<file path="src/rtl/cpu_clock_gen_if.sv">
// -----------------------------------------------------------------------------
// cpu_clock_gen_if
// Groups the speed-select and bus-state signals that pass between the board
// logic and the CPU clock generator.
//
// Signals:
//   SPEED_SEL      - raw jumper/switch speed code (asynchronous)
//   BUS_IDLE       - AS_CPU_n & DTACK_CPU_n, CPU idle (asynchronous)
//   CLKCPU         - registered CPU clock
//   SPEED_ACTIVE   - speed code currently driving CLKCPU
//   SWITCH_PENDING - a debounced target differs from the active code
//
// Modports:
//   master - board side: drives the select and bus state, observes the clock
//   slave  - clock generator side
// -----------------------------------------------------------------------------
interface cpu_clock_gen_if #(
    parameter int SEL_W = 2
);
    logic [SEL_W-1:0] SPEED_SEL;
    logic             BUS_IDLE;
    logic             CLKCPU;
    logic [SEL_W-1:0] SPEED_ACTIVE;
    logic             SWITCH_PENDING;

    modport master (
        output SPEED_SEL,
        output BUS_IDLE,
        input  CLKCPU,
        input  SPEED_ACTIVE,
        input  SWITCH_PENDING
    );

    modport slave (
        input  SPEED_SEL,
        input  BUS_IDLE,
        output CLKCPU,
        output SPEED_ACTIVE,
        output SWITCH_PENDING
    );
endinterface

</file>
<file path="src/rtl/cpu_clock_gen.sv">
// -----------------------------------------------------------------------------
// cpu_clock_gen
// CPU clock generator with 2^SEL_W selectable speeds. The speed select is
// synchronised and debounced; a new speed is applied only while the bus is
// idle and only at the end of a full clock period, so CLKCPU never glitches.
//
// Ports:
//   pll_inst1_CLKOUT0 - sole clock
//   RESET_n           - asynchronous, active-low reset
//   bus               - cpu_clock_gen_if.slave (SPEED_SEL, BUS_IDLE in;
//                       CLKCPU, SPEED_ACTIVE, SWITCH_PENDING out)
//   C7M               - motherboard 7 MHz clock (only with CPUCLK_C7M_EN)
//
// Optional feature macro: CPUCLK_C7M_EN
//   When defined, the top speed code makes CLKCPU follow a synchronised copy of
//   C7M and the top DIV_TABLE entry is ignored. When undefined, every code is
//   taken from DIV_TABLE.
// -----------------------------------------------------------------------------
module cpu_clock_gen #(
    parameter int                              SEL_W           = 2,
    parameter int                              DIV_W           = 4,
    parameter logic [(2**SEL_W)*DIV_W-1:0]     DIV_TABLE       = {4'd8, 4'd4, 4'd3, 4'd2},
    parameter int                              DEBOUNCE_CYCLES = 2000000
) (
    input  logic            pll_inst1_CLKOUT0,
    input  logic            RESET_n,
    cpu_clock_gen_if.slave  bus
`ifdef CPUCLK_C7M_EN
    ,
    input  logic            C7M
`endif
);

    localparam int               DB_W   = $clog2(DEBOUNCE_CYCLES + 1);
    localparam logic [DB_W-1:0]  DB_MAX = DB_W'(DEBOUNCE_CYCLES);

    typedef enum logic [1:0] {
        RUN,
        WAIT_IDLE,
        WAIT_EDGE
    } state_t;

    // Divisor for a code, clamped so every phase lasts at least one cycle.
    function automatic logic [DIV_W-1:0] div_of(input logic [SEL_W-1:0] code);
        logic [DIV_W-1:0] d;
        d = DIV_TABLE[code*DIV_W +: DIV_W];
        if (d < DIV_W'(2)) d = DIV_W'(2);
        return d;
    endfunction

    logic [SEL_W-1:0] sel_meta, sel_s;
    logic             idle_meta, idle_s;
    logic [SEL_W-1:0] candidate, target, active;
    logic [DB_W-1:0]  db_cnt;
    logic [DIV_W-1:0] cnt, cnt_inc, d_cur, half;
    logic             clk_q, clk_next, term, switch_ok, do_switch;
    state_t           state_q, state_d;

    // NOTE: every flop resets asynchronously so CLKCPU returns high the moment
    // RESET_n falls, even in the middle of a speed switch.
    always_ff @(posedge pll_inst1_CLKOUT0 or negedge RESET_n) begin
        if (!RESET_n) begin
            sel_meta  <= '0;
            sel_s     <= '0;
            idle_meta <= 1'b0;
            idle_s    <= 1'b0;
        end else begin
            // NOTE: non-blocking assignments let the two sync stages shift in
            // one edge instead of collapsing into a single flop.
            sel_meta  <= bus.SPEED_SEL;
            sel_s     <= sel_meta;
            idle_meta <= bus.BUS_IDLE;
            idle_s    <= idle_meta;
        end
    end

    // Debounce: a code must be stable for DEBOUNCE_CYCLES before it becomes
    // the target. While saturated the target keeps being refreshed, which is
    // harmless because the candidate has not changed.
    always_ff @(posedge pll_inst1_CLKOUT0 or negedge RESET_n) begin
        if (!RESET_n) begin
            candidate <= '0;
            db_cnt    <= '0;
            target    <= '0;
        end else begin
            if (sel_s != candidate) begin
                candidate <= sel_s;
                db_cnt    <= '0;
            end else if (db_cnt != DB_MAX) begin
                db_cnt <= db_cnt + 1'b1;
            end
            if (db_cnt == DB_MAX) target <= candidate;
        end
    end

    assign d_cur   = div_of(active);
    assign half    = d_cur >> 1;
    assign term    = (cnt >= d_cur - 1'b1);
    assign cnt_inc = term ? '0 : cnt + 1'b1;

`ifdef CPUCLK_C7M_EN
    localparam logic [SEL_W-1:0] FOLLOW_CODE = '1;

    logic c7m_meta, c7m_s, c7m_d;
    logic follow, c7m_fall;

    always_ff @(posedge pll_inst1_CLKOUT0 or negedge RESET_n) begin
        if (!RESET_n) begin
            c7m_meta <= 1'b0;
            c7m_s    <= 1'b0;
            c7m_d    <= 1'b0;
        end else begin
            c7m_meta <= C7M;
            c7m_s    <= c7m_meta;
            c7m_d    <= c7m_s;
        end
    end

    assign follow   = (active == FOLLOW_CODE);
    assign c7m_fall = c7m_d & ~c7m_s;

    // Leaving follow mode waits for a C7M fall; entering it waits for the end
    // of a divider period while C7M is low, so neither side produces a runt.
    assign switch_ok = follow ? c7m_fall
                              : (term && ((target != FOLLOW_CODE) || !c7m_s));

    always_comb begin
        clk_next = (cnt_inc < half);
        if (do_switch)   clk_next = (target == FOLLOW_CODE) ? c7m_s : 1'b1;
        else if (follow) clk_next = c7m_s;
    end
`else
    assign switch_ok = term;

    always_comb begin
        clk_next = (cnt_inc < half);
        if (do_switch) clk_next = 1'b1;
    end
`endif

    // Switch-control FSM: wait for the bus to go idle, then for a period
    // boundary. A newer target simply replaces the pending one.
    always_ff @(posedge pll_inst1_CLKOUT0 or negedge RESET_n) begin
        if (!RESET_n) state_q <= RUN;
        else          state_q <= state_d;
    end

    always_comb begin
        // NOTE: defaults first so no path through the case leaves an output
        // unassigned and infers a latch.
        state_d   = state_q;
        do_switch = 1'b0;
        case (state_q)
            RUN: begin
                if (target != active) state_d = WAIT_IDLE;
            end
            WAIT_IDLE: begin
                if (target == active) state_d = RUN;
                else if (idle_s)      state_d = WAIT_EDGE;
            end
            WAIT_EDGE: begin
                if (!idle_s)                 state_d = WAIT_IDLE;
                else if (target == active)   state_d = RUN;
                else if (switch_ok) begin
                    do_switch = 1'b1;
                    state_d   = RUN;
                end
            end
            default: state_d = RUN;
        endcase
    end

    // Divider and output flop; CLKCPU tracks the phase of the next cnt value.
    always_ff @(posedge pll_inst1_CLKOUT0 or negedge RESET_n) begin
        if (!RESET_n) begin
            active <= '0;
            cnt    <= '0;
            clk_q  <= 1'b1;
        end else begin
            clk_q <= clk_next;
            if (do_switch) begin
                active <= target;
                cnt    <= '0;
            end else begin
`ifdef CPUCLK_C7M_EN
                cnt <= follow ? '0 : cnt_inc;
`else
                cnt <= cnt_inc;
`endif
            end
        end
    end

    assign bus.CLKCPU         = clk_q;
    assign bus.SPEED_ACTIVE   = active;
    assign bus.SWITCH_PENDING = (state_q != RUN);

endmodule
</file>
<file path="src/flat_wrapper.sv">
// flat-port wrapper written by rule: the top's interface ports become plain ports
module cpu_clock_gen_flat 
#(
    parameter int                              SEL_W           = 2,
    parameter int                              DIV_W           = 4,
    parameter logic [(2**SEL_W)*DIV_W-1:0]     DIV_TABLE       = {4'd8, 4'd4, 4'd3, 4'd2},
    parameter int                              DEBOUNCE_CYCLES = 2000000
)
  (pll_inst1_CLKOUT0, RESET_n, bus_SPEED_SEL, bus_BUS_IDLE, bus_CLKCPU, bus_SPEED_ACTIVE, bus_SWITCH_PENDING);
  cpu_clock_gen_if #(.SEL_W(SEL_W)) bus_i ();
  input  logic pll_inst1_CLKOUT0;
  input  logic RESET_n;
  input wire logic [$bits(bus_i.SPEED_SEL)-1:0] bus_SPEED_SEL;
  input wire logic [$bits(bus_i.BUS_IDLE)-1:0] bus_BUS_IDLE;
  output wire logic [$bits(bus_i.CLKCPU)-1:0] bus_CLKCPU;
  output wire logic [$bits(bus_i.SPEED_ACTIVE)-1:0] bus_SPEED_ACTIVE;
  output wire logic [$bits(bus_i.SWITCH_PENDING)-1:0] bus_SWITCH_PENDING;
  assign bus_i.SPEED_SEL = bus_SPEED_SEL;
  assign bus_i.BUS_IDLE = bus_BUS_IDLE;
  assign bus_CLKCPU = bus_i.CLKCPU;
  assign bus_SPEED_ACTIVE = bus_i.SPEED_ACTIVE;
  assign bus_SWITCH_PENDING = bus_i.SWITCH_PENDING;
  cpu_clock_gen #(.SEL_W(SEL_W), .DIV_W(DIV_W), .DIV_TABLE(DIV_TABLE), .DEBOUNCE_CYCLES(DEBOUNCE_CYCLES)) u_core (.pll_inst1_CLKOUT0(pll_inst1_CLKOUT0), .RESET_n(RESET_n), .bus(bus_i));
endmodule
</file>
<file path="config.mk">
export PLATFORM = sky130hd
export DESIGN_NAME = cpu_clock_gen_flat
export DESIGN_NICKNAME = d
export VERILOG_FILES = /design/src/rtl/cpu_clock_gen_if.sv /design/src/rtl/cpu_clock_gen.sv /design/src/flat_wrapper.sv
export SDC_FILE = /design/constraint.sdc
export NUM_CORES = 1
export LEC_CHECK = 0
export ABC_AREA = 0
export BUFFER_PORTS_ARGS = -buffer_cell sky130_fd_sc_hd__buf_4
export CAP_MARGIN = 20
export CORE_UTILIZATION = 35
export DETAILED_ROUTE_END_ITERATION = 8
export HOLD_SLACK_MARGIN = 0.05
export SETUP_SLACK_MARGIN = 0.4
export SLEW_MARGIN = 20
export SYNTH_ARGS = -nofsm -noshare
export SYNTH_HDL_FRONTEND = slang
export SYNTH_SLANG_ARGS = --single-unit
</file>
<file path="constraint.sdc">
create_clock -name pll_inst1_CLKOUT0 -period 3.5 [get_ports pll_inst1_CLKOUT0]
set_clock_uncertainty 0.1 [all_clocks]
set_input_delay 0.525 -clock pll_inst1_CLKOUT0 [delete_from_list [all_inputs] [get_ports pll_inst1_CLKOUT0]]
set_output_delay 0.525 -clock pll_inst1_CLKOUT0 [all_outputs]
set_load 0.01 [all_outputs]
</file>
==> impl_results.md, run 1 <==
- CP endpoint kind: flop
- Congestion Overflow GR: 0
- Final Non-Filler Cells: 276
- Setup bufs post-CTS: 0
- Clk root buf: clkbuf_8
- Stages on the worst setup path: 11
- Final worst path period share: 81.9%
- Routed vias: roughly 1400
- Hold Fails Final Rpt: 0
- Largest net degree at the start of global routing: 41
- #FFs+latches synth: 40
- CTS buffer count: 5
- GP Congestion: approximately 0.79
- Register area share after synthesis: around half
- Most common library cells after synthesis: dfrtp_1, nor2_1, xor2_1
- Layout cell share with drive strength beyond 1: approximately 15%
- Die height: 78.5 µm
- Clock transition at the registers of the reported paths: 0.07 ns
- Top-area cell type share of the netlist area: between 40% and 50%
- Die X: 78.5 µm
- Fraction of registers with async set/reset: between 90% and 100%
- Path depth of the worst reg2reg path: 11
- WL/cell: around 13 µm
- Post-cts sizing count: 0
- N_diodes: 0
- DP Area: around 0.0021 mm²
- Finished Cell Area: 0.00228 mm²
- Post-DR vias/cell: approximately 5.1
- CP Class: reg2reg
- Post-layout util: approximately 41%
- Reg2reg start: u_core.bus.SPEED_ACTIVE[1]
- Pwr Density: ~550 mW/mm²
- Status: complete, no violations
- Antenna-violating nets left: 0
- Vias in the first global route: 1309
- RSZ-0062 raised after global routing: false
- Crit Path Max Fanout: 9
- Die area: 0.00615 mm²
- Synth unique cells: 42
- Mapped Cells: about 200
- Count leader, synth: dfrtp_1
- Initial Util: 36.7%
- Hold slack: roughly 0.10 ns
- Max-slew headroom: approximately 67%
- GRT Util Overall: approximately an eighth
- Endpoints failing setup: 0
- Skew-Pair Late Insertion Delay: slightly below 0.3 ns
- Required time of the worst setup path: 3.64 ns
- Number of max-cap violations: 0
- Worst path max stage delay: between 0.4 and 0.5 ns
- Crit path max-delay family: compound AO/OA/AOI/OAI gates
- CP arrival: ~3 ns
- Yosys warns: 0
- CP Launch Type: flop
- CP Capture Point: u_core.bus.CLKCPU
- Total Wirelength: ~3600 µm
- Initial antenna violation count: 0
- Core box area: 0.00557 mm²
- Slowest-stage cell, CP: dfrtp_1
- Placed cells: between 200 and 300
- Buffer and inverter count on the worst path: 0
- 1st-pass router iterations: 4
- Nets: between 200 and 250
- Worst vdd rail ir drop: between 200 and 300 µV
- HP Class: in2async
- Leakage power: approximately 1 nW
- Post-synth EDFFs: 0
- Most used DFF post-synth: dfrtp_1
- Rows: 27
- Crit-path cells: nand2b_1 > ha_1 > nand2b_1 > a2111oi_4 > nor2_1 > nor2_1 > ha_1 > a21o_1 > a21oi_1 > a31o_2 > a22o_1
- Post-DP HPWL: roughly 2500 µm
- Most area-consuming cells after synthesis: dfrtp_1, xor2_1, ha_1
- Syn Nets: roughly 210
- I/O Pins: 9
- Reg-to-Reg End: u_core.bus.CLKCPU
- Minimum clock period: about 2.9 ns
- Final slew viol count: 0
- Fmax: 349 MHz
- R2R setup slack: 0.63 ns
- Fillers: 539
- CP Launch Point: u_core.bus.SPEED_ACTIVE[1]
- CTS Sinks: 40
- First-pass GRT wire length: around 6300 µm
- Depth of the CTS H-tree: 2
- Post-CTS Hold Fix Bufs: 0
- Final setup TNS: 0 ns
- Cell taking the most area after synthesis: dfrtp_1
- Cell Area, Synth: 0.00205 mm²
- Slew @ Worst Pin: 0.502 ns
- Clock Tree Buf Depth: 2
- Residual DRC: 0
- Initial DRC Count: between 50 and 60
- Layout area overhead: 11.3%
- Post-Syn Area per Cell: 10.4 µm²
- Port bufs: 8
- CTS tree: done
routing by layer:
metal  part of all wire, %  global-route usage (%)  vias to the layer above
met2                    45                    19.7                       28
met4                   2.3                    6.67                        0
met3                   3.9                    2.91                        8
li1                      -                       -                      697
met5                     0                       0                        -
met1                    49                    18.2                      681
final cells by class:
class,count,area [µm²],area share (%)
Timing Repair Buffer,8,60.1,2.64
Tap cell,72,90.1,3.96
Multi-Input combinational cell,142,976,42.9
Clock buffer,7,96.3,4.23
Sequential cell,40,1000,44.0
Clock inverter,1,30.0,1.32
Inverter,6,22.5,0.989
worst min path at each step:
stage | from | to | slack [ns] | cells past startpoint
floorplan | RESET_n | u_core.bus.SPEED_ACTIVE[0] | 0.13 | 0
global placement | u_core.sel_meta[0] | u_core.sel_s[0] | 0.23 | 0
detailed placement | u_core.sel_meta[1] | u_core.sel_s[1] | 0.24 | 0
CTS | RESET_n | u_core.db_cnt[15] | 0.11 | 1
global route | RESET_n | u_core.db_cnt[17] | 0.14 | 1
finish | RESET_n | u_core.db_cnt[15] | 0.10 | 1
kinds of logic after synthesis:
family,Yosys count,synth area share [%]
AO/OA/AOI/OAI,27,8.20
XOR/XNOR,18,7.71
adder cells (fa/ha/maj),9,5.50
buffers and inverters,15,3.91
flip-flops,40,49.0
multiplexers,5,2.69
other,1,0.183
AND/OR/NAND/NOR,82,22.8
sequential cells by signal, summed over array words and instances (netlist names):
name and count:
u_core.state_q 2, u_core.candidate 2, u_core.sel_s 2, u_core.sel_meta 2
u_core.bus.SPEED_ACTIVE 2, u_core.bus.CLKCPU 1, u_core.idle_meta 1, u_core.db_cnt 21
u_core.idle_s 1, u_core.target 2, u_core.cnt 4
metrics by stage:
step           power [mW]  setup slack [ns]
2_1_floorplan       0.759             0.669
3_3_place_gp        0.821             0.673
3_5_place_dp        0.828             0.625
4_1_cts              1.24             0.593
5_1_grt              1.32             0.434
6_report             1.24             0.632
report_power, final:
part	internal, mW	switching [mW]	leakage [nW]	total [mW]
sequential	0.502	0.0321	0.532	0.534
combinational	0.144	0.156	0.399	0.300
clock	0.251	0.156	0.0645	0.408
total	0.898	0.344	0.995	1.24
placed cells by master (no fill, tap or decap), types with 5 or more instances in the layout:
| cell | synthesis | layout |
|---|---|---|
| nor2_1 | 22 | 22 |
| a21oi_1 | 11 | 11 |
| dfrtp_1 | 39 | 39 |
| nand2_1 | 10 | 10 |
| buf_4 | 2 | 8 |
| xnor2_1 | 5 | 5 |
| o21ai_0 | 7 | 7 |
| ha_1 | 9 | 9 |
| nand2b_1 | 5 | 5 |
| nand4_1 | 5 | 5 |
| inv_1 | 6 | 6 |
| xor2_1 | 13 | 13 |
| nand3_1 | 11 | 11 |
| clkbuf_8 | 0 | 7 |
(Power assumes the default switching activity.)
==> inputs of run 2 (changes only) <==
- clock period: 3.5 -> 2.3 ns (I/O delays scaled with it)
==> run 2 against run 1 <==
Against the previous run: the flow now finishes with violations (setup timing); maximum frequency increased by 18%; sequential power increased by 50%; sequential share of layout area decreased by 3.7 points; first-iteration DRC count increased by 3.6%; clock power increased by 43%; non-clock buffer count increased by 18; setup slack got worse by 0.77 ns; final area increased by 9.1%; critical path type unchanged; largest cell class is now multi-input gates.
==> impl_results.md, run 2 (synthesis results as in run 1) <==
- Rows: 27 (unchanged)
- Commonest non-fill, non-tap cell in the layout: dfrtp_1 (unchanged)
- Worst path max stage delay: 0.42 ns (was 0.48 ns)
- Final Non-Filler Cells: 294 (was 276)
- Worst vdd rail ir drop: 488 µV (was 289 µV)
- GRT Util Overall: 14.2% (was 13.3%)
- CTS buffer count: 5 (unchanged)
- Dpl ws: -0.165 ns (was 0.625 ns)
- Fmax: 410 MHz (was 349 MHz)
- WL/cell: 12.9 µm (was 13.1 µm)
- Final setup TNS: -0.140 ns (was 0 ns)
- HP Class: reg2reg (was in2async)
- Final WS setup: -0.140 ns (was 0.632 ns)
- Slowest-stage cell, CP: dfrtp_1 (unchanged)
- GP Congestion: 0.745 (was 0.791)
- Status: finished with violations (was complete, no violations)
- Core box area: 0.00557 mm² (unchanged)
- Post-DP HPWL: 2550 µm (was 2520 µm)
- Most frequent cells in the layout: dfrtp_1, buf_4, nor2_1 (was dfrtp_1, nor2_1, xor2_1)
- Clock Tree Buf Depth: 2 (unchanged)
- Die height: 78.5 µm (unchanged)
- Pwr Total: 2.09 mW (was 1.24 mW)
- Placed cells: 279 (was 268)
- Combinational share of power: 33.9% (was 24.2%)
- Biggest regs: u_core.db_cnt: 21 flops, u_core.cnt: 4 flops (unchanged)
- Nets: 235 (was 217)
- Leakage power: 1.09 nW (was 0.995 nW)
- Minimum clock period: 2.44 ns (was 2.87 ns)
- I/O Pins: 9 (unchanged)
- Depth of the CTS H-tree: 2 (unchanged)
- Skew-Pair Late Insertion Delay: 0.29 ns (about the same)
- Layout area overhead: 21.5% (was 11.3%)
- Initial Util: 36.7% (unchanged)
- Total Wirelength: 3790 µm (was 3620 µm)
- CP arrival: 2.58 ns (was 3.01 ns)
- CTS tree: done (unchanged)
- Number of max-cap violations: 0 (unchanged)
- 1st-pass router iterations: 4 (unchanged)
- Crit Path Max Fanout: 4 (was 9)
- Buffer and inverter count on the worst path: 0 (unchanged)
- Number of flip-flops under the largest register name: 21 (unchanged)
- N_diodes: 0 (unchanged)
- RSZ-0062 raised after global routing: true (was false)
- Crit path max-delay family: compound AO/OA/AOI/OAI gates (unchanged)
- Failing checks: setup timing
- Switching Share: 30.1% (was 27.7%)
- CP Launch Type: flop (unchanged)
- Antenna-violating nets left: 0 (unchanged)
- Clk root buf: clkbuf_8 (unchanged)
- Vias in the first global route: 1469 (was 1309)
- Die X: 78.5 µm (unchanged)
- Clock transition at the registers of the reported paths: 0.08 ns (was 0.07 ns)
- Residual DRC: 0 (unchanged)
- Most flops, register: u_core.db_cnt (unchanged)
- Initial antenna violation count: 0 (unchanged)
- Crit-path cells: nand2b_4 > ha_4 > nand2b_4 > a2111oi_4 > nor2_2 > nor2_2 > ha_1 > a21o_1 > a21oi_2 > a31o_2 > a22o_1 (was nand2b_1 > ha_1 > nand2b_1 > a2111oi_4 > nor2_1 > nor2_1 > ha_1 > a21o_1 > a21oi_1 > a31o_2 > a22o_1)
- Cell Int Power: 1.46 mW (was 0.898 mW)
- CP endpoint kind: flop (unchanged)
- CP Class: reg2reg (unchanged)
- Final worst path period share: 106% (was 81.9%)
- Initial DRC Count: 57 (was 55)
- Endpoints failing setup: 1 (was 0)
- CTS Sinks: 40 (unchanged)
- Port bufs: 8 (unchanged)
- Routed vias: 1461 (was 1414)
- Largest net degree at the start of global routing: 41 (unchanged)
- Switching power: 0.631 mW (was 0.344 mW)
- Congestion Overflow GR: 0 (unchanged)
- Pwr Density: 843 mW/mm² (was 545 mW/mm²)
- Post-DR vias/cell: 4.97 (was 5.12)
- First-pass GRT wire length: 6690 µm (was 6260 µm)
- Clk pwr share: 27.8% (was 32.8%)
- Die area: 0.00615 mm² (unchanged)
- Reg power frac: 38.4% (was 43.0%)
- Final slew viol count: 0 (unchanged)
- Required time of the worst setup path: 2.44 ns (was 3.64 ns)
- Hold Fails Final Rpt: 0 (unchanged)
- Layout cell share with drive strength beyond 1: 25.7% (was 15.2%)
## run 2: routing by layer
metal	GRT usage, %	wire, µm	vias up
li1	-	-	732
met1	17.4	1910	717
met2	23.5	1770	10
met3	3.49	66	2
met4	6.67	41	0
met5	0	0	-
## run 2: stage by stage
step | utilization, % | hold WS, ns | area, µm²
after floorplan | - | -0.0506 | 2100
after global placement | 40.7 | 0.233 | 2270
after detailed placement | 40.7 | 0.241 | 2270
after CTS | 44.3 | 0.260 | 2470
after global routing | 44.6 | 0.274 | 2480
final | 44.6 | 0.258 | 2480
## run 2: area by class of cell
type / instances / area (µm²)
Inverter: 6 / 22.5
Tap cell: 72 / 90.1
Multi-Input combinational cell: 142 / 1050
Fill cell: 544 / 3090
Sequential cell: 40 / 1000
Clock buffer: 5 / 68.8
Timing Repair Buffer: 26 / 209
Clock inverter: 3 / 46.3
## run 2: power groups by stage
stage | clock (mW) | sequential [mW] | combinational (mW)
CTS | 0.601 | 0.804 | 0.705
detailed placement | 0 | 0.816 | 0.638
finish | 0.582 | 0.803 | 0.709
global route | 0.630 | 0.813 | 0.794
floorplan | 0 | 0.817 | 0.419
global placement | 0 | 0.814 | 0.624
## run 2: path summary, 6_finish.rpt
path	startpoint	end	slack, ns	cells past startpoint
min in group asynchronous	RESET_n	u_core.db_cnt[13]	0.46	2
setup reg to reg	u_core.bus.SPEED_ACTIVE[1]	u_core.bus.CLKCPU	-0.14	11
hold reg to reg	u_core.sel_meta[1]	u_core.sel_s[1]	0.26	0
max in group asynchronous	RESET_n	u_core.bus.CLKCPU	1.28	2
hold / removal	u_core.sel_meta[1]	u_core.sel_s[1]	0.26	0
setup / recovery	u_core.bus.SPEED_ACTIVE[1]	u_core.bus.CLKCPU	-0.14	11
## run 2: timing repair
action	in CTS	in global routing
pin swaps	1	2
endpoints found under the setup margin	5	8
hold buffers	4	0
gates resized for setup	7	4
buffers inserted	2	1
endpoints found under the hold margin	42	0
